File: src/rtl/instr_fetch.sv
// Instruction fetch unit: credit-limited imem requests, in-order response FIFO, redirect flush.
// Optional macro IFETCH_ALIGN_CHECK_EN enables the sticky misaligned-redirect flag.
module instr_fetch #(
    parameter logic [31:0] RESET_PC = 32'h0000_0000,
    parameter int          DEPTH    = 4
) (
    input  logic        clk,
    input  logic        rst_n,
    output logic        imem_req_valid,
    input  logic        imem_req_ready,
    output logic [31:0] imem_req_addr,
    input  logic        imem_rsp_valid,
    input  logic [31:0] imem_rsp_data,
    input  logic        redirect_valid,
    input  logic [31:0] redirect_pc,
    output logic        instr_valid,
    input  logic        instr_ready,
    output logic [31:0] instr,
    output logic [31:0] instr_pc,
    output logic        fetch_misalign
);
    localparam int AW = $clog2(DEPTH);
    localparam int CW = AW + 1;
    localparam logic [CW:0] DEPTH_W = (CW+1)'(DEPTH);

    typedef struct packed {
        logic [31:0] pc;
        logic [31:0] data;
    } entry_t;

    entry_t          fifo_mem [DEPTH];
    logic [AW-1:0]   wr_ptr, rd_ptr;
    logic [CW-1:0]   count, inflight, discard;
    logic [31:0]     fetch_pc, rsp_pc;
    logic [31:0]     redir_pc;
    logic            misalign_q;

    logic [CW:0]     used;
    logic            req_fire, rsp_fire, rsp_keep, pop;

`ifdef IFETCH_ALIGN_CHECK_EN
    assign redir_pc = redirect_pc;

    always_ff @(posedge clk or negedge rst_n) begin
        if (!rst_n)
            misalign_q <= 1'b0;
        else if (redirect_valid)
            misalign_q <= |redirect_pc[1:0];
    end
`else
    assign redir_pc   = redirect_pc & 32'hFFFF_FFFC;
    assign misalign_q = 1'b0;
`endif

    assign fetch_misalign = misalign_q;

    // Outstanding requests and buffered entries share one credit pool.
    assign used           = {1'b0, count} + {1'b0, inflight};
    assign imem_req_valid = (used < DEPTH_W) && !redirect_valid && !misalign_q;
    assign imem_req_addr  = fetch_pc;
    assign req_fire       = imem_req_valid && imem_req_ready;

    // A response with nothing outstanding is a protocol violation and is ignored.
    assign rsp_fire = imem_rsp_valid && (inflight != '0);
    assign rsp_keep = rsp_fire && (discard == '0) && !redirect_valid;

    assign instr_valid = (count != '0);
    assign pop         = instr_valid && instr_ready;
    assign instr       = instr_valid ? fifo_mem[rd_ptr].data : '0;
    assign instr_pc    = instr_valid ? fifo_mem[rd_ptr].pc   : '0;

    // NOTE: the FIFO storage has no reset; every read of it is gated by instr_valid,
    // so stale contents never reach the outputs and the array stays plain RAM.
    always_ff @(posedge clk) begin
        if (rsp_keep)
            fifo_mem[wr_ptr] <= '{pc: rsp_pc, data: imem_rsp_data};
    end

    // NOTE: all state below uses non-blocking assignments so every update sees
    // the pre-edge values, matching how the combinational handshakes were computed.
    always_ff @(posedge clk or negedge rst_n) begin
        if (!rst_n) begin
            fetch_pc <= RESET_PC;
            rsp_pc   <= RESET_PC;
            wr_ptr   <= '0;
            rd_ptr   <= '0;
            count    <= '0;
            inflight <= '0;
            discard  <= '0;
        end else if (redirect_valid) begin
            // Everything still in flight after this cycle's response must be dropped.
            fetch_pc <= redir_pc;
            rsp_pc   <= redir_pc;
            wr_ptr   <= '0;
            rd_ptr   <= '0;
            count    <= '0;
            inflight <= inflight - CW'(rsp_fire);
            discard  <= inflight - CW'(rsp_fire);
        end else begin
            if (req_fire)
                fetch_pc <= fetch_pc + 32'd4;
            inflight <= inflight + CW'(req_fire) - CW'(rsp_fire);
            if (rsp_fire && (discard != '0))
                discard <= discard - CW'(1);
            if (rsp_keep) begin
                rsp_pc <= rsp_pc + 32'd4;
                wr_ptr <= wr_ptr + AW'(1);
            end
            if (pop)
                rd_ptr <= rd_ptr + AW'(1);
            count <= count + CW'(rsp_keep) - CW'(pop);
        end
    end
endmodule
File: config.mk
export PLATFORM = sky130hd
export DESIGN_NAME = instr_fetch
export DESIGN_NICKNAME = d
export VERILOG_FILES = /design/src/rtl/instr_fetch.sv
export SDC_FILE = /design/constraint.sdc
export NUM_CORES = 1
export LEC_CHECK = 0
export BUFFER_PORTS_ARGS = -buffer_cell sky130_fd_sc_hd__buf_2
export CORE_ASPECT_RATIO = 0.75
export CORE_MARGIN = 5
export CORE_UTILIZATION = 45
export CTS_CLUSTER_DIAMETER = 120
export DETAILED_ROUTE_END_ITERATION = 12
export GPL_TIMING_DRIVEN = 0
export PLACE_DENSITY_LB_ADDON = 0.25
export REMOVE_ABC_BUFFERS = 1
export SYNTH_ARGS = -nofsm -noshare
export SYNTH_HDL_FRONTEND = slang
export SYNTH_SLANG_ARGS = --single-unit
File: constraint.sdc
create_clock -name clk -period 3.6 [get_ports clk]
set_input_delay 0.72 -clock clk [delete_from_list [all_inputs] [get_ports clk]]
set_output_delay 0.72 -clock clk [all_outputs]
set_load 0.005 [all_outputs]
==> Yosys cells after proc, flatten, opt, wreduce, memory -nomap -nowiden <==
Memories as Yosys holds them, arrays and structs flattened.
Index checks and enable logic that the tools add are counted.
{ "word_totals": {"n_memories": 1, "latch_bits": 0, "regBits": 77, "elab_cells": 52, "inputBits": 70, "mem_bits_rw": 256, "output_inout_bits": 99, "rom_bits": 0} }
{ "op_classes": {"shift": 0, "n_reduce_logical": 16, "mul": 0, "eq_ne": 0, "n_lt_le_gt_ge": 1, "n_mux": 16, "n_bitwise": 0, "div_mod_pow": 0, "n_addsub": 11} }
{ "mem_list": {"columns": ["memory", "depth", "width", "rd", "rd_clocked_by_memory_dff", "write_ports", "line", "source"], "rows": [
  ["fifo_mem", 4, 64, 1, 0, 1, "31", "entry_t fifo_mem [DEPTH];"]
]} }
{ "op_table": {"columns": ["operator", "n"], "rows": [
  ["$mux W32", 6],
  ["$add A32 B3 Y32 const B", 2],
  ["$mux W3", 4],
  ["$reduce_bool A3 Y1", 3],
  ["$sub A3 B1 Y3", 3],
  ["$mux W2", 4],
  ["$reduce_bool A2 Y1", 4],
  ["$logic_and A1 B1 Y1", 7],
  ["$add A3 B1 Y3", 2],
  ["$add A2 B1 Y2 const B", 2],
  ["$add A3 B3 Y4", 1],
  ["$lt A4 B3 Y1 const B", 1],
  ["$logic_not A3 Y1", 1],
  ["$sub A3 B1 Y3 const B", 1],
  ["$mux W1", 2],
  ["$logic_not A1 Y1", 1]
]} }

==> Depth between registers and ports, before layout <==
Gate-level depths: netlist of run 1.
{ "depth": {"word_depth": 7, "ltp_mapped": 13, "ltp_nobuf": 13} }

==> Worst setup path after synthesis of run 1 <==
OpenSTA, ideal clock, no wires.
{ "synth_timing": {"kind": "register to register", "start": "register discard[0]", "end": "memory fifo_mem[0][0] (netlist name) (enable)", "arrival_time_ns": 2.843, "t_required_ns": 3.173, "period_less_slack_ns": 3.269, "path_stages_with_launch": 7, "path_slack_ns": 0.331, "n_path_buf": 0, "setup_ns": 0.427, "cell_sequence": "dfrtp_1 -> inv_1 -> ha_1 -> nor2b_1 -> nand3_1 -> nor2_1 -> and2_1"} }
{ "synth_between": {"elab_chain_cells": 5} }
{ "synth_lines": {"columns": ["item", "line", "source"], "rows": [
  ["start, declared", "33", "logic [CW-1:0] count, inflight, discard;"],
  ["start signal, assigned", "98", "discard <= inflight - CW'(rsp_fire);"],
  ["start signal, assigned", "104", "discard <= discard - CW'(1);"],
  ["$logic_not A3 Y1", "65", "assign rsp_keep = rsp_fire && (discard == '0) && !redirect_valid;"],
  ["$logic_and A1 B1 Y1 (2 in series)", "65", null],
  ["$mux W1", "75", "if (rsp_keep)"],
  ["$mux W1 (implied by the code)", "76", "fifo_mem[wr_ptr] <= '{pc: rsp_pc, data: imem_rsp_data};"],
  ["end, declared", "31", null]
]} }
Every way passes these cells.

==> Final worst setup path of run 1 <==
{ "layout_timing": {"start": "input port redirect_valid", "end": "register inflight[2]"} }
{ "layout_between": {"elab_chain_cells": 6} }
{ "layout_lines": {"columns": ["item", "line", "source"], "rows": [
  ["start, declared", "14", "input logic redirect_valid,"],
  ["$logic_not A1 Y1", "59", "assign imem_req_valid = (used < DEPTH_W) && !redirect_valid && !misalign_q;"],
  ["$logic_and A1 B1 Y1", "59", null],
  ["$logic_and A1 B1 Y1", "61", "assign req_fire = imem_req_valid && imem_req_ready;"],
  ["$add A3 B1 Y3", "102", "inflight <= inflight + CW'(req_fire) - CW'(rsp_fire);"],
  ["$sub A3 B1 Y3", "102", null],
  ["$mux W3 (*)", "90", "end else if (redirect_valid) begin"],
  ["end signal, assigned", "97", "inflight <= inflight - CW'(rsp_fire);"],
  ["end signal, assigned", "102", null],
  ["end, declared", "33", null]
]} }
Every way passes the cells marked *; elsewhere a longest branch is shown, timed or not.
A chain may end at the register's enable or synchronous reset.

==> results of run 1 <==
## sequential cells by signal, indices dropped and copies added, names as in the netlist
signal         count
rd_ptr             2
inflight           3
fifo_mem         248
discard            3
imem_req_addr     30
wr_ptr             2
count              3
rsp_pc            30
## per-layer routing
metal  up-vias  share of wire  track usage
li1       3669              -            -
met1      3983           0.47        0.258
met2       256           0.45        0.257
met3        35          0.065       0.0295
met4         0          0.016       0.0325
met5         -              0            0
## cells by family after synthesis
| group | count (synthesis) |
|---|---|
| AOI/OAI and AO/OA | 92 |
| xor gates and xnor gates | 41 |
| adders and majority gates | 18 |
| buffers and inverters | 68 |
| DFF | 321 |
| muxes | 68 |
| other | 1 |
| and+or+nand+nor | 265 |
## repair_timing
item,CTS,global route
gates resized for setup,3,1
cloned,1,0
hold buffers,1,0
setup endpoints to repair,3,1
endpoints found under the hold margin,11,0
## power by group through the flow
stage	combinational [uW]	clock, uW	sequential, uW
after floorplan	1460	0	4650
after global placement	2470	0	4800
after detailed placement	2650	0	4640
after CTS	2670	3110	4570
after global routing	2890	3280	4620
final	2570	3030	4570
## through the flow
step | hold WS [ps] | worst slack, ps | total power [uW] | util
floorplan | 424 | -462 | 6110 | -
global placement | 512 | -1780 | 7270 | 0.492
detailed placement | 516 | -1330 | 7300 | 0.500
CTS | 345 | 45.1 | 10400 | 0.532
global route | 363 | 10.7 | 10800 | 0.532
finish | 387 | 251 | 10200 | 0.532
## worst max-delay path by stage
stage,endpoint,slack (ps),depth (start not counted)
after global placement,instr_pc[17],-1780,3
after floorplan,instr[0],-460,2
after CTS,inflight[2]$_DFF_PN0_,50,11
after global routing,inflight[2]$_DFF_PN0_,10,11
after detailed placement,inflight[2]$_DFF_PN0_,-1330,11
final,inflight[2]$_DFF_PN0_,250,11
## cells in the mapped netlist (12+ instances only)
master and count:
o211ai_1 14, dfrtp_1 73, mux4_2 62, a21oi_1 12, xor2_1 19, clkbuf_1 28, xnor2_1 22, inv_1 19
o21ai_0 38, nand2_1 50, and3_1 12, edfxtp_1 248, and2_1 78, nor2_1 29, nand3_1 33, nand4_1 23
ha_1 16
## cells in the final DEF, fill, tap and decap left out, types with 5 or more instances in the layout
master      count
conb_1          5
nand4_1        23
mux4_2         62
a21oi_1        12
or3_1           6
nand2_1        50
o211ai_1       14
buf_2         159
xnor2_1        22
o21ai_0        38
a21boi_0        5
nand3_1        33
inv_1          18
xor2_1         19
edfxtp_1      248
clkbuf_16      31
clkinvlp_4      6
dfrtp_1        71
a31oi_1         5
clkinv_2        6
buf_16          7
clkinv_1        8
and3_1         11
ha_1           16
o311ai_1        5
nor2_1         29
and2_1         74
o21ai_1         5
## worst max-delay path, stage by stage
cell        delay, ps
buf_4             330
nor4_1            420
and3_4            450
clkinvlp_4        370
ha_1              390
inv_1              30
ha_1              180
fa_1              390
xor2_1            150
o21ai_0           180
xor2_1            170
## area by class of cell
type                       count  area [um2]  share of cell area
clock inverter                24         163              0.0101
timing repair buffer         171        1040              0.0649
antenna                        1        2.50            0.000156
tap                          399         499              0.0311
timing repair inverter         1        5.00            0.000312
clock buffer                  34         787              0.0490
inverter                      20        78.8             0.00491
multi-input combinational    489        4190               0.261
sequential                   321        9280               0.578
==> impl_metrics.ini, run 1 <==
[logic_synthesis]
synth.area.top_cells = edfxtp_1 54%, dfrtp_1 13%, mux4_2 10%
ys.flop_type = edfxtp_1
synth_top_family_by_area = simple AND/OR/NAND/NOR gates
synth-adder-area-share = 0.0175
synth_cell_types = 49
synth_mux_area_frac = 0.106
avgSynthCellArea_um2 = 15.7
yosys_warnings = 0
yosys.area_share.simple = 0.111
synth_edf_count = 248
synth_xor_area_frac = 0.0262
synth_top_area_frac = 0.543
netlist_area_um2 = 13700
synth_compound_area_frac = 0.0410
async_reset_ff_frac = 0.227
synth_top_area_cell = edfxtp_1
syn-instance-count = 874
ys_ff_latch = 321
seq_area_frac_synth = 0.676

[setup_path]
path_max_fanout = 76
r2r_slack_ps = 260
critical_path.startpoint = redirect_valid
arrival_ps = 3830
cp.required_ps = 4080
crit_type = in2reg
r2r-start = inflight[2]$_DFF_PN0_
crit_path_end_kind = flip-flop
r2r_end = inflight[2]$_DFF_PN0_
start_kind = primary input
r2r_cells = 11

[global_routing]
grt_max_degree = 77
grt_pass1_vias = 8128
antenna_found_initial = 0
overflow = 0
grt_pass1_wl_um = 45800
grt_use_total = 0.168

[pwr]
power_frac_comb = 0.253
intPower_uw = 7200
p_per_area_nw_per_um2 = 634
p_seq_frac = 0.449
ir_worst_vdd_mv = 0.360
clkPwrFrac = 0.298
switching_share = 0.292
p_leak_uw = 0.00576
switching_power_uw = 2970

[min_path]
holdPathEnd = fifo_mem[2][30]$_DFFE_PP_
hold_path.startpoint = imem_rsp_data[30]
hold-path-cell-count = 1
worstHoldPathType = in2reg

[clock_tree]
htreeDepth = 1
cts_root_buf = clkbuf_16
path_clk_slew_ps = 60
cts_tree = built
clkLatencyLatePin_ps = 560
cts_buffers = 31
post_cts_buffers = 0
cts_sinks = 321
clock_path_buffers = 3

[route]
drt_pass1_iterations = 4
wirelength_um = 29100
avgViaCountPerCell = 5.44
num_vias = 7943
drt.antenna.violating_nets = 0
drc = 0
dr.first_iter.drc_count = 426
wl_per_cell_um = 19.9

[sta]
fin_crit_sh = 0.930
slew_headroom = 0.177
setup_viol = 0
finalSetupTns_ps = 0
grt_setup_unrepaired = false
drv_slew = 0
finalHoldViolations = 0
skew_ps = 15.2
tightest_slew_ps = 1230
fmax_mhz = 299
finalCriticalPeriod_ps = 3350

[layout]
fin_cells = 1460
area_delta_synth_final_pct = 16.9
nFillCells = 2497
fin_area_um2 = 16000
layout-drive-gt1-share = 0.292
final_net_count = 1123

[floorplanning]
coreArea_um2 = 30100
die_area_um2 = 34100
die_x_um = 212
die_h_um = 161
pin_count = 169
fp-row-count = 55
start_util = 0.455

[placement]
dp_cells = 1399
postPlaceCellArea_um2 = 15100
globalplace.congestion = 0.808
dp_hpwl_um = 18100
port_buffers = 161

[outcome]
status = completed

[job]
maxCapViolations = 0
Note: power is estimated with default switching activity, not from simulation.
==> run 2, diff against run 1 <==
- MAX_ROUTING_LAYER: unset -> met4
- PLACE_DENSITY_LB_ADDON: 0.25 -> unset
==> impl_metrics.ini, run 2 (synthesis gave the netlist of run 1 again) <==
[layout]
layout-drive-gt1-share = 0.287
area_delta_synth_final_pct = 16.5
fin_area_um2 = 16000
final_common_cell = edfxtp_1
largest-register = fifo_mem
final_cell_mix = 248 x edfxtp_1, 159 x buf_2, 74 x and2_1
multiInputGateArea_um2 = 4190
final-seq-area_um2 = 9280
final_net_count = 1123
nFillCells = 2501
largest_register_ffs = 248
antenna_cells = 0

[min_path]
worstHoldPathType = in2async

[sta]
slew_headroom = 0.124
skew_ps = 8.92
fin_crit_sh = 0.923
postLayoutSetupSlackWorst_ps = 278
tightest_slew_ps = 1310
finalCriticalPeriod_ps = 3320
grt_setup_unrepaired = false
drv_slew = 0
fmax_mhz = 301
finalHoldViolations = 0
setup_viol = 0
finalSetupTns_ps = 0

[route]
drt_pass1_iterations = 4
num_vias = 7903
dr.first_iter.drc_count = 428
drc = 0
wirelength_um = 28900
wl_per_cell_um = 19.8
avgViaCountPerCell = 5.42
drt.antenna.violating_nets = 0

[floorplanning]
die_area_um2 = 34100
die_h_um = 161
die_x_um = 212
pin_count = 169
fp-row-count = 55
start_util = 0.455
coreArea_um2 = 30100

[clock_tree]
cts_root_buf = clkbuf_16
holdBufCountCts = 0
htreeDepth = 1
cts_sinks = 321
cts_buffers = 31
clock_path_buffers = 3
cts_tree = built
path_clk_slew_ps = 70
clkLatencyLatePin_ps = 550

[global_routing]
antenna_found_initial = 0
grt_max_degree = 77
grt_use_total = 0.173
overflow = 0
grt_pass1_wl_um = 45800
grt_pass1_vias = 8124

[pwr]
p_per_area_nw_per_um2 = 627
switching_share = 0.287
p_seq_frac = 0.458
p_leak_uw = 0.00575
switching_power_uw = 2880
power.total_uw = 10000
intPower_uw = 7150
power_frac_comb = 0.253
clkPwrFrac = 0.289
ir_worst_vdd_mv = 0.341

[setup_path]
crit_type = reg2out
path_max_fanout = 37
arrival_ps = 2600
crit_path_end_kind = primary output
start_kind = flip-flop
cp_top_family = flip-flops
max_stage_delay_ps = 820
cp_num_buf_inv = 2
cp.required_ps = 2880
cp_cell_sequence = buf_16 -> mux4_2 -> and2_1 -> buf_2
crit_path_top_delay_cell = dfrtp_4

[outcome]
status = completed

[placement]
dp_hpwl_um = 18200
pre_cts_slack_ps = -1380
postPlaceCellArea_um2 = 15100
globalplace.congestion = 0.798
port_buffers = 161

[job]
maxCapViolations = 0
[run 2: changes by cell type in the layout (fill, tap and decap cells not counted), sizes merged]
cell         previous run  this run
diode                   1         0
clkinvlp                7         2
clkinv                 17        12
buf                   170       171
dlygate4sd3             1         0
clkbuf                 34        43
bufinv                  1         0
[run 2: metrics by stage]
step	std cells	utilization	hold slack, ps
final	1457	0.530	95.2
after global routing	1457	0.530	108
after CTS	1456	0.530	90.4
after detailed placement	1399	0.500	515
after global placement	1390	0.492	520
after floorplan	830	-	424
[run 2: power groups by stage]
stage	combinational [uW]	sequential [uW]	clock, uW
floorplan	1460	4650	0
global placement	2470	4800	0
detailed placement	2610	4670	0
CTS	2630	4590	2980
global route	2850	4640	3160
finish	2540	4590	2900
[run 2: metal layers]
| metal | vias up | global-route usage | wire [um] |
|---|---|---|---|
| met5 | - | - | 0 |
| met4 | 0 | 0.0263 | 413 |
| met3 | 36 | 0.0268 | 1530 |
| met2 | 233 | 0.259 | 13000 |
| met1 | 3965 | 0.259 | 13900 |
| li1 | 3669 | - | - |
[run 2: worst reg2reg max path, stage by stage (launching register included)]
cell	delay (ps)
dfrtp_1	440
ha_1	230
nor4_1	270
and3_4	450
clkinvlp_4	180
ha_1	280
inv_1	40
ha_1	180
fa_1	390
xor2_1	150
o21ai_0	190
xor2_1	160
[run 2: path summary, 6_finish.rpt]
kind                                               from                       endpoint  slack (ps)  cells past startpoint
hold / removal                                    rst_n  imem_req_addr[27]$_DFFE_PN0N_         100                      1
min in group clk                      imem_rsp_data[24]      fifo_mem[1][24]$_DFFE_PP_         380                      1
max in group asynchronous                         rst_n          rd_ptr[1]$_DFFE_PN0P_        2910                      2
hold reg to reg            imem_req_addr[9]$_DFFE_PN0N_   imem_req_addr[9]$_DFFE_PN0N_         540                      1
setup reg to reg                     count[1]$_DFF_PN0_          inflight[2]$_DFF_PN0_         570                     11
setup / recovery                  rd_ptr[0]$_DFFE_PN0P_                       instr[3]         280                      4
[run 2: final cells by class]
class	count	share of cell area
Timing Repair inverter	1	0.000313
Sequential cell	321	0.581
Clock inverter	13	0.00391
Inverter	20	0.00493
Tap cell	399	0.0312
Clock buffer	43	0.0520
Timing Repair Buffer	171	0.0650
Multi-Input combinational cell	489	0.262
[run 2: repair_timing]
item / CTS / global route
setup buffers: 0 / 1
gates cloned: 1 / 0
setup endpoints to repair: 3 / 2
gates resized for setup: 3 / 1
